**src/rtl/fpu_norm_arbiter.sv**
```systemverilog
// fpu_norm_arbiter: round-robin shared 25-bit leading-zero normaliser with registered output; FPU_NORM_SAT_EN enables ovf/unf saturation
module fpu_norm_arbiter #(
  parameter int EXP_W  = 8,
  parameter int MANT_W = 25
) (
  input  logic              clk,
  input  logic              rst_n,
  input  logic              req0_valid,
  output logic              req0_ready,
  input  logic              req0_sign,
  input  logic [EXP_W-1:0]  req0_exp,
  input  logic [MANT_W-1:0] req0_mant,
  input  logic              req1_valid,
  output logic              req1_ready,
  input  logic              req1_sign,
  input  logic [EXP_W-1:0]  req1_exp,
  input  logic [MANT_W-1:0] req1_mant,
  output logic              out_valid,
  input  logic              out_ready,
  output logic              out_tag,
  output logic              out_sign,
  output logic [EXP_W-1:0]  out_exp,
  output logic [MANT_W-3:0] out_frac,
  output logic              out_ovf,
  output logic              out_unf
);
  logic ptr, gnt, any_v, can_load, xfer, zero, n_ovf, n_unf;
  logic [4:0] sh;
  logic [MANT_W-1:0] m, norm;
  logic [EXP_W-1:0] g_exp, n_exp;
  logic [MANT_W-3:0] n_frac;
  always_comb begin
    any_v = req0_valid | req1_valid;
    gnt = (req0_valid & req1_valid) ? ptr : req1_valid;
    can_load = !out_valid | out_ready;
    xfer = any_v & can_load;
    req0_ready = can_load & req0_valid & !gnt;
    req1_ready = can_load & req1_valid & gnt;
    m = gnt ? req1_mant : req0_mant;
    g_exp = gnt ? req1_exp : req0_exp;
  end
  // highest set bit wins because it is visited last; 31 marks an all-zero mantissa
  always_comb begin
    sh = 5'd31;
    for (int i = 0; i < MANT_W; i++) if (m[i]) sh = 5'(MANT_W - 1 - i);
  end
  assign norm = m << sh;
  assign zero = m == '0;
`ifdef FPU_NORM_SAT_EN
  localparam logic signed [EXP_W+1:0] E_MAX = (EXP_W+2)'((1 << EXP_W) - 1);
  logic signed [EXP_W+1:0] e;
  logic ovf, unf;
  always_comb begin
    e = $signed({2'b00, g_exp} + (EXP_W+2)'(1) - (EXP_W+2)'(sh));
    ovf = !zero && e >= E_MAX;
    unf = !zero && (e[EXP_W+1] || e == '0);
    n_exp = (zero || unf) ? '0 : ovf ? '1 : e[EXP_W-1:0];
    n_frac = (zero || ovf || unf) ? '0 : (MANT_W-2)'(norm >> 1);
    n_ovf = ovf;
    n_unf = unf;
  end
`else
  always_comb begin
    n_exp = zero ? '0 : g_exp + EXP_W'(1) - EXP_W'(sh);
    n_frac = (MANT_W-2)'(norm >> 1);
    n_ovf = 1'b0;
    n_unf = 1'b0;
  end
`endif
  always_ff @(posedge clk) begin
    if (!rst_n) begin
      out_valid <= 1'b0;
      ptr <= 1'b0;
      out_tag <= 1'b0;
      out_sign <= 1'b0;
      out_exp <= '0;
      out_frac <= '0;
      out_ovf <= 1'b0;
      out_unf <= 1'b0;
    end else begin
      if (can_load) out_valid <= any_v;
      if (xfer) begin
        ptr <= !gnt;
        out_tag <= gnt;
        out_sign <= gnt ? req1_sign : req0_sign;
        out_exp <= n_exp;
        out_frac <= n_frac;
        out_ovf <= n_ovf;
        out_unf <= n_unf;
      end
    end
  end
endmodule

```
**config.mk**
```make
export PLATFORM = sky130hd
export DESIGN_NAME = fpu_norm_arbiter
export DESIGN_NICKNAME = d
export VERILOG_FILES = /design/src/rtl/fpu_norm_arbiter.sv
export SDC_FILE = /design/constraint.sdc
export NUM_CORES = 1
export LEC_CHECK = 0
export ABC_AREA = 0
export BUFFER_PORTS_ARGS = -buffer_cell sky130_fd_sc_hd__buf_2
export CAP_MARGIN = 25
export CELL_PAD_IN_SITES_DETAIL_PLACEMENT = 0
export CELL_PAD_IN_SITES_GLOBAL_PLACEMENT = 1
export CORE_ASPECT_RATIO = 1.5
export CORE_UTILIZATION = 40
export CTS_BUF_LIST = sky130_fd_sc_hd__clkbuf_4
export DETAILED_ROUTE_END_ITERATION = 8
export PLACE_DENSITY = 0.85
export RECOVER_POWER = 50
export SETUP_SLACK_MARGIN = 0.5
export SYNTH_ARGS = -nofsm -noshare
export SYNTH_HDL_FRONTEND = slang
export SYNTH_SLANG_ARGS = --single-unit
```
**constraint.sdc**
```tcl
create_clock -name clk -period 4.4 [get_ports clk]
set_input_delay 0.44 -clock clk [delete_from_list [all_inputs] [get_ports clk]]
set_output_delay 0.44 -clock clk [all_outputs]
set_load 0.02 [all_outputs]
```
==> run_results.csv, run 1 <==
group,metric,value,unit
global_route,groute.usage.overall,33.10,%
global_route,antenna_found_initial,0,
drt,drtIter0Drc,363,
power,leakage,0.002217,uW
cells_and_area,fillers,1127,
yosys,yosys_warnings,0,
drt,wl_per_cell,21.75,um
clock_network,cts_max_path_buffers,2,
worst_setup_path,required,4.66,ns
worst_setup_path,criticalPathCategory,"flip-flop to flip-flop",
worst_hold_path,hold-path-endpoint,"out_sign",
yosys,yosysSeqAreaShare,15.81,%
drt,vias_per_cell,6.233,
die,die_w,87.93,um
worst_setup_path,critPathMaxStageDelay,0.46,ns
yosys,synth_top_area_share,15.81,%
drt,ant_nets,0,
worst_hold_path,min_from,"req0_sign",
worst_setup_path,cp_num_buf_inv,2,
cells_and_area,multi_input_area,0.003476,mm^2
yosys,synthArstFlopShare,0,%
worst_setup_path,r2r-end,"out_exp[7]",
cells_and_area,drive_gt1_share,20.17,%
worst_hold_path,hp-class,"input port to flip-flop",
cells_and_area,fin_area,0.005202,mm^2
yosys,synth_top_family_by_area,"compound AO/OA/AOI/OAI gates",
run,drv_cap,0,
worst_setup_path,regToRegStartpoint,"ptr",
clock_network,ctsHoldBuffers,0,
outcome,status,"complete, no violations",
yosys,synth_compound_area_share,33.63,%
cells_and_area,n_antenna_cell,0,
die,core,0.01065,mm^2
placement,placedCellCount,841,
timing,max-slew-margin-rel,24.22,%
placement,dp_slack,0.3508,ns
die,start_util,41.61,%
yosys,synthTopCellsByArea,"dfxtp_1 (16%), mux2i_1 (12%), nor2_1 (5.5%), a21oi_1 (4.2%), nor3_1 (3.8%)",
yosys,synth_top_flop_cell,"dfxtp_1",
worst_hold_path,min_path_cells,4,
yosys,synth_simple_gate_area_share,24.68,%
clock_network,cts_tree,"built",
cells_and_area,seq_area,700.7,um^2
clock_network,numCtsBuffers,5,
global_route,grt_max_degree,37,
cells_and_area,instances_no_fill,853,
worst_setup_path,arrival,3.92,ns
yosys,yosys.area_share.xor_xnor,1.186,%
yosys,yosysTopAreaCell,"dfxtp_1",
clock_network,cts-root-buf,"clkbuf_4",
die,io_pins,111,
timing,fin_crit,3.664,ns
power,p_per_area,248.3,mW/mm^2
worst_setup_path,critPathMaxFanout,11,
placement,gp_congestion,1.034,
cells_and_area,nets,793,
timing,tightest_slew,1.137,ns
yosys,synthesis.area,0.004430,mm^2
yosys,synth-edff-count,0,
placement,post-dp-hpwl,14970,um
drt,drc,0,
timing,setup_viol,0,
yosys,yosysUniqueCellTypes,80,
yosys,ys_ff_latch,35,
drt,wirelength,18560,um
timing,fin_crit_sh,83.27,%
placement,dpl_cell_area,0.005139,mm^2
yosys,synthAdderAreaFrac,3.558,%
die,row_count,46,
timing,max_freq,272.9,MHz
yosys,avgSynthCellArea,7.360,um^2
clock_network,clk_latency,0.37,ns
timing,rsz0062_at_grt,"false",
drt,dr.pass1.iters,7,
timing,setup_ws,0.7362,ns
global_route,grt_overflow,0,
worst_setup_path,crit_chain,"nand2b_2 -> nand2_4 -> mux2_2 -> o31ai_2 -> o311ai_4 -> inv_2 -> ha_1 -> ha_1 -> inv_1 -> fa_1 -> nor2b_1 -> o21ai_0 -> nand2b_1 -> a21o_1 -> a21oi_1 -> xnor2_1 -> a22oi_1 -> nor2b_1",
worst_setup_path,path_delay_family,"compound AO/OA/AOI/OAI gates",
worst_setup_path,startpoint_type,"flip-flop",
clock_network,htree_levels,2,
yosys,muxShareOfSynthArea,14.49,%
drt,vias,5317,
die,die_height,130.9,um
timing,hold_violations,0,
global_route,grt_pass1_vias,5317,
worst_setup_path,critPathSlowestCell,"fa_1",
placement,port_buffers,108,
timing,slew_violations,0,
global_route,grt_pass1_wl,28520,um
yosys,syn_inst,602,
cells_and_area,area_delta_synth_final,17.42,%
clock_network,clock-sinks,35,
power,vdd_drop_max,0.2207,mV
timing,fin_setup_tns,0,ns
worst_setup_path,end_kind,"flip-flop",
timing,clock_skew,0.01286,ns
clock_network,clk_pin_slew,0.10,ns
timing,holdWs,0.4251,ns
worst_setup_path,rrSetupSlack,0.74,ns
worst_setup_path,worstRegToRegCells,18,
die,dieArea,0.01151,mm^2
[area by class of cell]
type                            count  share of cell area (%)
Clock buffer                        6                  0.8658
Clock inverter                      2                  0.1443
Inverter                           23                   1.659
Multi-Input combinational cell    507                   66.81
Sequential cell                    35                   13.47
Tap cell                          144                   3.463
Timing Repair Buffer              136                   13.59
[cells in the mapped netlist (all sizes together), types with 4 or more instances]
cell type / instances
nor2: 66
mux2i: 51
o21ai: 41
a21oi: 38
nand2: 37
dfxtp: 35
nor3: 35
buf: 24
inv: 23
nor2b: 17
a22oi: 15
nand3: 15
clkbuf: 14
nand2b: 13
ha: 11
mux2: 11
a221oi: 10
o211ai: 9
a211oi: 8
a31oi: 8
nor4: 8
a21o: 7
nand4: 7
o21a: 7
o31ai: 6
or2: 5
a221o: 4
and2: 4
and3: 4
nor3b: 4
o22ai: 4
o311ai: 4
o31a: 4
or3: 4
xnor2: 4
[report_power, final]
| part | switching (uW) | leakage [uW] | internal (uW) |
|---|---|---|---|
| Combinational | 461 | 0.00190 | 266 |
| Clock | 117 | 0.0000307 | 65.3 |
| Sequential | 23.1 | 0.000290 | 359 |
| Total | 601 | 0.00222 | 691 |
[routing by layer]
layer	GRT usage, %	vias to the layer above	wire (um)
li1	-	2503	-
met1	35.56	2482	6902
met2	59.10	251	9340
met3	2.575	81	846
met4	25.84	0	1468
met5	0	-	0
[timing repair]
action / CTS / global route
setup endpoints to repair: 0 / 2
buffers inserted: 0 / 4
gates resized for setup: 0 / 9
[state kept, by name, summed over array words and instances (netlist names)]
register,flops
out_valid,1
out_exp,8
out_sign,1
ptr,1
out_tag,1
out_frac,23
[worst register-to-register path: cells and delay by family (launching register included)]
kind            cells  cell delay [ns]
compound gates      6             0.94
xor+xnor            1             0.13
fa+ha+maj           3             0.76
buf+inv             2             0.14
flops               1             0.36
mux                 1             0.39
simple gates        5             0.83
[worst max-delay path by stage]
stage / start / end / cells past startpoint
after floorplan: req0_mant[1] / out_exp[6] / 16
after global placement: req0_valid / out_exp[7] / 19
after detailed placement: req0_valid / out_exp[7] / 19
after CTS: ptr / out_exp[7] / 18
after global routing: ptr / out_exp[7] / 18
final: ptr / out_exp[7] / 18
[cell families after synthesis]
family / Yosys count
fa+ha+maj: 12
other cells: 1
simple gates: 223
flops: 35
buf+inv: 61
compound gates: 202
mux: 62
xor+xnor: 6
[cell usage in the layout, fill, tap and decap left out, types with 6 or more instances in the layout]
cell type and instances:
buf_2 73, nor2_1 65, mux2i_1 51, a21oi_1 37
nand2_1 36, clkbuf_1 35, dfxtp_1 35, nor3_1 34
o21ai_0 32, buf_4 28, inv_1 20, nor2b_1 17
a22oi_1 15, nand3_1 15, nand2b_1 12, ha_1 11
a221oi_1 10, o211ai_1 9, mux2_2 9, nor4_1 8
a31oi_1 8, nand4_1 7, o21a_1 7, a21o_1 7
a211oi_1 6, o21ai_1 6, clkbuf_4 6
[stage by stage]
step / total power [uW] / utilization [%]
finish: 1292 / 48.86
CTS: 1290 / 48.75
floorplan: 861.3 / -
detailed placement: 1105 / 48.26
global placement: 1100 / 48.26
global route: 1366 / 48.86
Power figures use the tool's default switching activity.
==> inputs of run 2 (changes only) <==
CORE_UTILIZATION = 36   (was 40)
PLACE_DENSITY = 0.8   (was 0.85)
clock period = 3.3 ns   (was 4.4 ns; I/O delays follow)
==> run_results.csv, run 2 (synthesis gave the netlist of run 1 again) <==
group,metric,value,unit
worst_hold_path,hp-class,"input port to flip-flop",
die,row_count,49,
placement,placedCellCount,936,
cells_and_area,n_antenna_cell,0,
power,leakage,0.002827,uW
placement,port_buffers,108,
clock_network,cts_tree,"built",
drt,drtIter0Drc,359,
worst_setup_path,worstRegToRegCells,17,
clock_network,numCtsBuffers,5,
cells_and_area,fillers,1206,
global_route,grt_pass1_wl,31630,um
clock_network,clk_pin_slew,0.11,ns
drt,vias,5806,
worst_setup_path,critPathMaxFanout,3,
drt,wirelength,20660,um
cells_and_area,largest_register,"out_frac",
global_route,grt_max_degree,37,
drt,ant_nets,0,
worst_setup_path,arrival,3.49,ns
cells_and_area,multi_input_area,0.003872,mm^2
clock_network,cts-root-buf,"clkbuf_4",
die,core,0.01202,mm^2
cells_and_area,instances_no_fill,964,
drt,drc,0,
die,start_util,36.87,%
global_route,groute.usage.overall,32.35,%
power,p_per_area,318.4,mW/mm^2
clock_network,htree_levels,2,
power,vdd_drop_max,0.3704,mV
global_route,antenna_found_initial,0,
outcome,status,"complete, no violations",
drt,dr.max_layer_used,"met4",
die,dieArea,0.01276,mm^2
global_route,grt_pass1_vias,5939,
cells_and_area,utilization,54.38,%
die,io_pins,111,
placement,gp_congestion,1.002,
cells_and_area,area_delta_synth_final,47.50,%
timing,fin_crit,3.248,ns
cells_and_area,nets,897,
placement,post-dp-hpwl,16180,um
cells_and_area,reg_top3,"out_frac: 23 flops, out_exp: 8 flops",
global_route,grt_overflow,0,
timing,fin_crit_sh,98.42,%
timing,hold_violations,0,
timing,tightest_slew,0.6340,ns
timing,slew_violations,0,
cells_and_area,final_cell_mix,"buf_4 (110), buf_2 (75), nor2_1 (60)",
drt,dr.pass1.iters,5,
die,die_height,137.9,um
worst_setup_path,criticalPathCategory,"flip-flop to flip-flop",
timing,max_freq,307.9,MHz
cells_and_area,seq_area,701.9,um^2
clock_network,ctsHoldBuffers,0,
drt,vias_per_cell,6.023,
drt,wl_met1,7370,um
cells_and_area,layout_commonest_cell,"buf_4",
cells_and_area,largest_register_ff_count,23,
timing,max-slew-margin-rel,57.45,%
cells_and_area,drive_gt1_share,37.61,%
drt,wl_met2,10800,um
clock_network,clk_latency,0.35,ns
drt,met3_length,979,um
drt,wl_per_cell,21.43,um
worst_setup_path,required,3.54,ns
worst_setup_path,end_kind,"flip-flop",
timing,setup_viol,0,
clock_network,clock-sinks,35,
timing,rsz0062_at_grt,"true",
worst_setup_path,startpoint_type,"flip-flop",
worst_hold_path,min_path_cells,3,
die,die_w,92.58,um
run,drv_cap,0,
timing,clock_skew,0.01463,ns
clock_network,cts_max_path_buffers,2,
-- run 2: final cells by class --
| type | count | area share, % |
|---|---|---|
| Sequential cell | 35 | 10.74 |
| Tap cell | 153 | 2.929 |
| Inverter | 23 | 1.321 |
| Clock buffer | 6 | 0.6893 |
| Multi-Input combinational cell | 507 | 59.26 |
| Timing Repair Buffer | 240 | 25.06 |
-- run 2: repair_timing --
| item | 4_1_cts | 5_1_grt |
|---|---|---|
| pin swaps | 24 | 17 |
| gates resized for setup | 70 | 29 |
| setup buffers | 19 | 3 |
| setup endpoints to repair | 28 | 29 |
-- run 2: stage by stage --
stage / worst slack [ns] / total power [uW] / hold slack [ns] / instance area (um^2) / setup TNS (ns)
after floorplan: -0.1179 / 1173 / 0.4768 / 4563 / -0.1438
after global placement: -0.1668 / 1638 / 0.4525 / 5914 / -0.4998
after detailed placement: -0.1612 / 1644 / 0.4594 / 5914 / -0.3949
after CTS: 0.08410 / 2028 / 0.3209 / 6416 / 0
after global routing: -0.1124 / 2188 / 0.3727 / 6535 / -0.1314
final: 0.05228 / 2081 / 0.3290 / 6535 / 0
-- run 2: layer usage --
metal	track usage [%]	vias up
met3	3.673	102
met2	60.70	272
met5	0	-
li1	-	2697
met4	23.00	0
met1	32.99	2735
-- run 2: path summary, 6_finish.rpt --
kind	start	endpoint	slack, ns
min	out_ready	out_valid	0.33
max reg2reg	ptr	out_exp[7]	0.05
min reg2reg	out_frac[0]	out_frac[0]	0.46
max	ptr	out_exp[7]	0.05
-- run 2: power by group --
part / leakage, uW / switching (uW) / internal (uW) / total, uW
logic: 0.00251 / 738 / 598 / 1340
registers: 0.000290 / 31.8 / 480 / 511
clock network: 0.0000276 / 149 / 84.1 / 233
total: 0.00283 / 919 / 1160 / 2080
-- run 2: critical path, cell delays in order, from the launching register on --
cell and delay [ns]:
dfxtp_2 0.37, and2b_2 0.25, or3_4 0.34, o41a_1 0.40
o311ai_4 0.28, inv_2 0.09, ha_4 0.17, ha_4 0.16
inv_2 0.05, fa_2 0.18, nor2b_1 0.04, o21ai_1 0.12
nand2b_1 0.09, a21o_1 0.17, a21oi_2 0.13, xnor2_1 0.07
a22oi_1 0.14, nor2b_1 0.06
==> inputs of run 3 (changes only) <==
==> constraint.sdc (replaced) <==
create_clock -name clk -period 3.3 [get_ports clk]
set_input_delay 0.165 -clock clk [delete_from_list [all_inputs] [get_ports clk]]
set_output_delay 0.165 -clock clk [all_outputs]
set_load 0.02 [all_outputs]
==> run_results.csv, run 3 (synthesis gave the netlist of run 1 again) <==
group,metric,value,unit
outcome,status,"complete, no violations",
worst_setup_path,criticalPathCategory,"flip-flop to flip-flop",
worst_setup_path,arrival,3.54,ns
run,drv_cap,0,
die,die_height,137.9,um
clock_network,cts_tree,"built",
cells_and_area,n_antenna_cell,0,
cells_and_area,fin_area,0.006479,mm^2
timing,fin_crit,3.236,ns
drt,vias,5803,
timing,fin_crit_sh,98.06,%
cells_and_area,layout_commonest_cell,"buf_4",
drt,vias_per_cell,6.160,
timing,slew_violations,0,
drt,dr.max_layer_used,"met4",
worst_setup_path,required,3.60,ns
timing,max_freq,309.0,MHz
cells_and_area,utilization,53.92,%
worst_setup_path,path_delay_family,"compound AO/OA/AOI/OAI gates",
cells_and_area,drive_gt1_share,36.63,%
clock_network,htree_levels,2,
drt,wl_per_cell,21.19,um
global_route,grt_pass1_wl,29670,um
timing,max-slew-margin-rel,45.06,%
cells_and_area,instances_no_fill,942,
clock_network,cts-root-buf,"clkbuf_4",
worst_setup_path,critPathMaxFanout,14,
worst_setup_path,end_kind,"flip-flop",
cells_and_area,area_delta_synth_final,46.23,%
worst_setup_path,startpoint_type,"flip-flop",
timing,setup_viol,0,
worst_setup_path,critPathSlowestCell,"dfxtp_2",
cells_and_area,largest_register,"out_frac",
die,io_pins,111,
drt,wirelength,19960,um
placement,port_buffers,108,
cells_and_area,largest_register_ff_count,23,
clock_network,clk_latency,0.37,ns
worst_setup_path,critPathMaxStageDelay,0.34,ns
clock_network,clk_pin_slew,0.12,ns
worst_setup_path,crit_chain,"and2b_2 -> buf_6 -> nor2_4 -> buf_6 -> o32a_1 -> o311ai_4 -> inv_2 -> ha_4 -> ha_4 -> inv_2 -> fa_2 -> nor2b_1 -> o21ai_1 -> nand2b_1 -> a21o_1 -> a21oi_2 -> xnor2_1 -> a22oi_1 -> nor2b_1",
global_route,grt_pass1_vias,5657,
clock_network,numCtsBuffers,5,
drt,dr.pass1.iters,5,
placement,dpl_cell_area,0.005704,mm^2
cells_and_area,fillers,1232,
drt,ant_nets,0,
placement,post-dp-hpwl,15410,um
drt,wl_met1,7303,um
drt,met3_length,975,um
power,vdd_drop_max,0.3099,mV
clock_network,clock-sinks,35,
placement,placedCellCount,914,
cells_and_area,multi_input_area,0.003955,mm^2
worst_setup_path,cp_num_buf_inv,4,
global_route,grt_max_degree,37,
power,p_per_area,328.1,mW/mm^2
cells_and_area,final_cell_mix,"buf_4 (84), buf_2 (74), nor2_1 (61)",
die,die_w,92.58,um
worst_hold_path,hp-class,"input port to flip-flop",
timing,clock_skew,0.01863,ns
die,start_util,36.87,%
timing,hold_violations,0,
cells_and_area,nets,873,
cells_and_area,reg_top3,"out_frac: 23 flops, out_exp: 8 flops",
timing,fin_setup_tns,0,ns
timing,tightest_slew,0.8186,ns
power,leakage,0.002716,uW
placement,gp_congestion,1.013,
cells_and_area,seq_area,701.9,um^2
die,dieArea,0.01276,mm^2
clock_network,cts_max_path_buffers,2,
die,core,0.01202,mm^2
global_route,grt_overflow,0,
drt,drc,0,
global_route,groute.usage.overall,30.14,%
drt,drtIter0Drc,367,
timing,rsz0062_at_grt,"true",
drt,wl_met2,10340,um
global_route,antenna_found_initial,0,
die,row_count,49,
-- run 3: final cells by class --
class                      count  area share, %
inverter                      23          1.333
timing repair buffer         216          22.65
clock buffer                   5         0.5794
multi-input combinational    507          61.05
clock inverter                 3         0.5987
tap                          153          2.955
sequential                    35          10.83
-- run 3: path summary, 6_finish.rpt --
| path | slack (ns) | endpoint | cells past startpoint | start |
|---|---|---|---|---|
| max | 0.06 | out_exp[7] | 19 | ptr |
| min | 0.11 | out_valid | 3 | out_ready |
| max reg2reg | 0.06 | out_exp[7] | 19 | ptr |
| min reg2reg | 0.48 | out_frac[0] | 2 | out_frac[0] |
-- run 3: metal layers --
metal  vias to the layer above  track usage [%]
met5                         -                0
met4                         0            23.09
met3                        94            3.344
met2                       294            55.19
met1                      2757            31.28
li1                       2658                -
-- run 3: tightest hold or removal path, stage by stage --
cell and delay [ns]:
buf_2 0.08, nand2b_1 0.12, a21boi_0 0.08
-- run 3: stage by stage --
stage               hold slack (ns)  setup slack [ns]  power, uW
floorplan                    0.3642           -0.1179       1164
global placement             0.4511          -0.08588       1586
detailed placement           0.4646           -0.1020       1591
CTS                          0.1201           0.06879       1981
global route                 0.1559          -0.06920       2235
finish                       0.1122           0.06405       2126
-- run 3: where the power goes --
| group | internal [uW] | switching (uW) |
|---|---|---|
| clock | 156 | 160 |
| combinational | 567 | 730 |
| sequential | 480 | 32.7 |
| total | 1200 | 923 |
-- run 3: what timing repair did --
action	4_1_cts	5_1_grt
setup endpoints to repair	29	28
hold buffers	0	0
cloned	0	1
pin swaps	11	23
gates resized for setup	46	74
buffers inserted	11	8
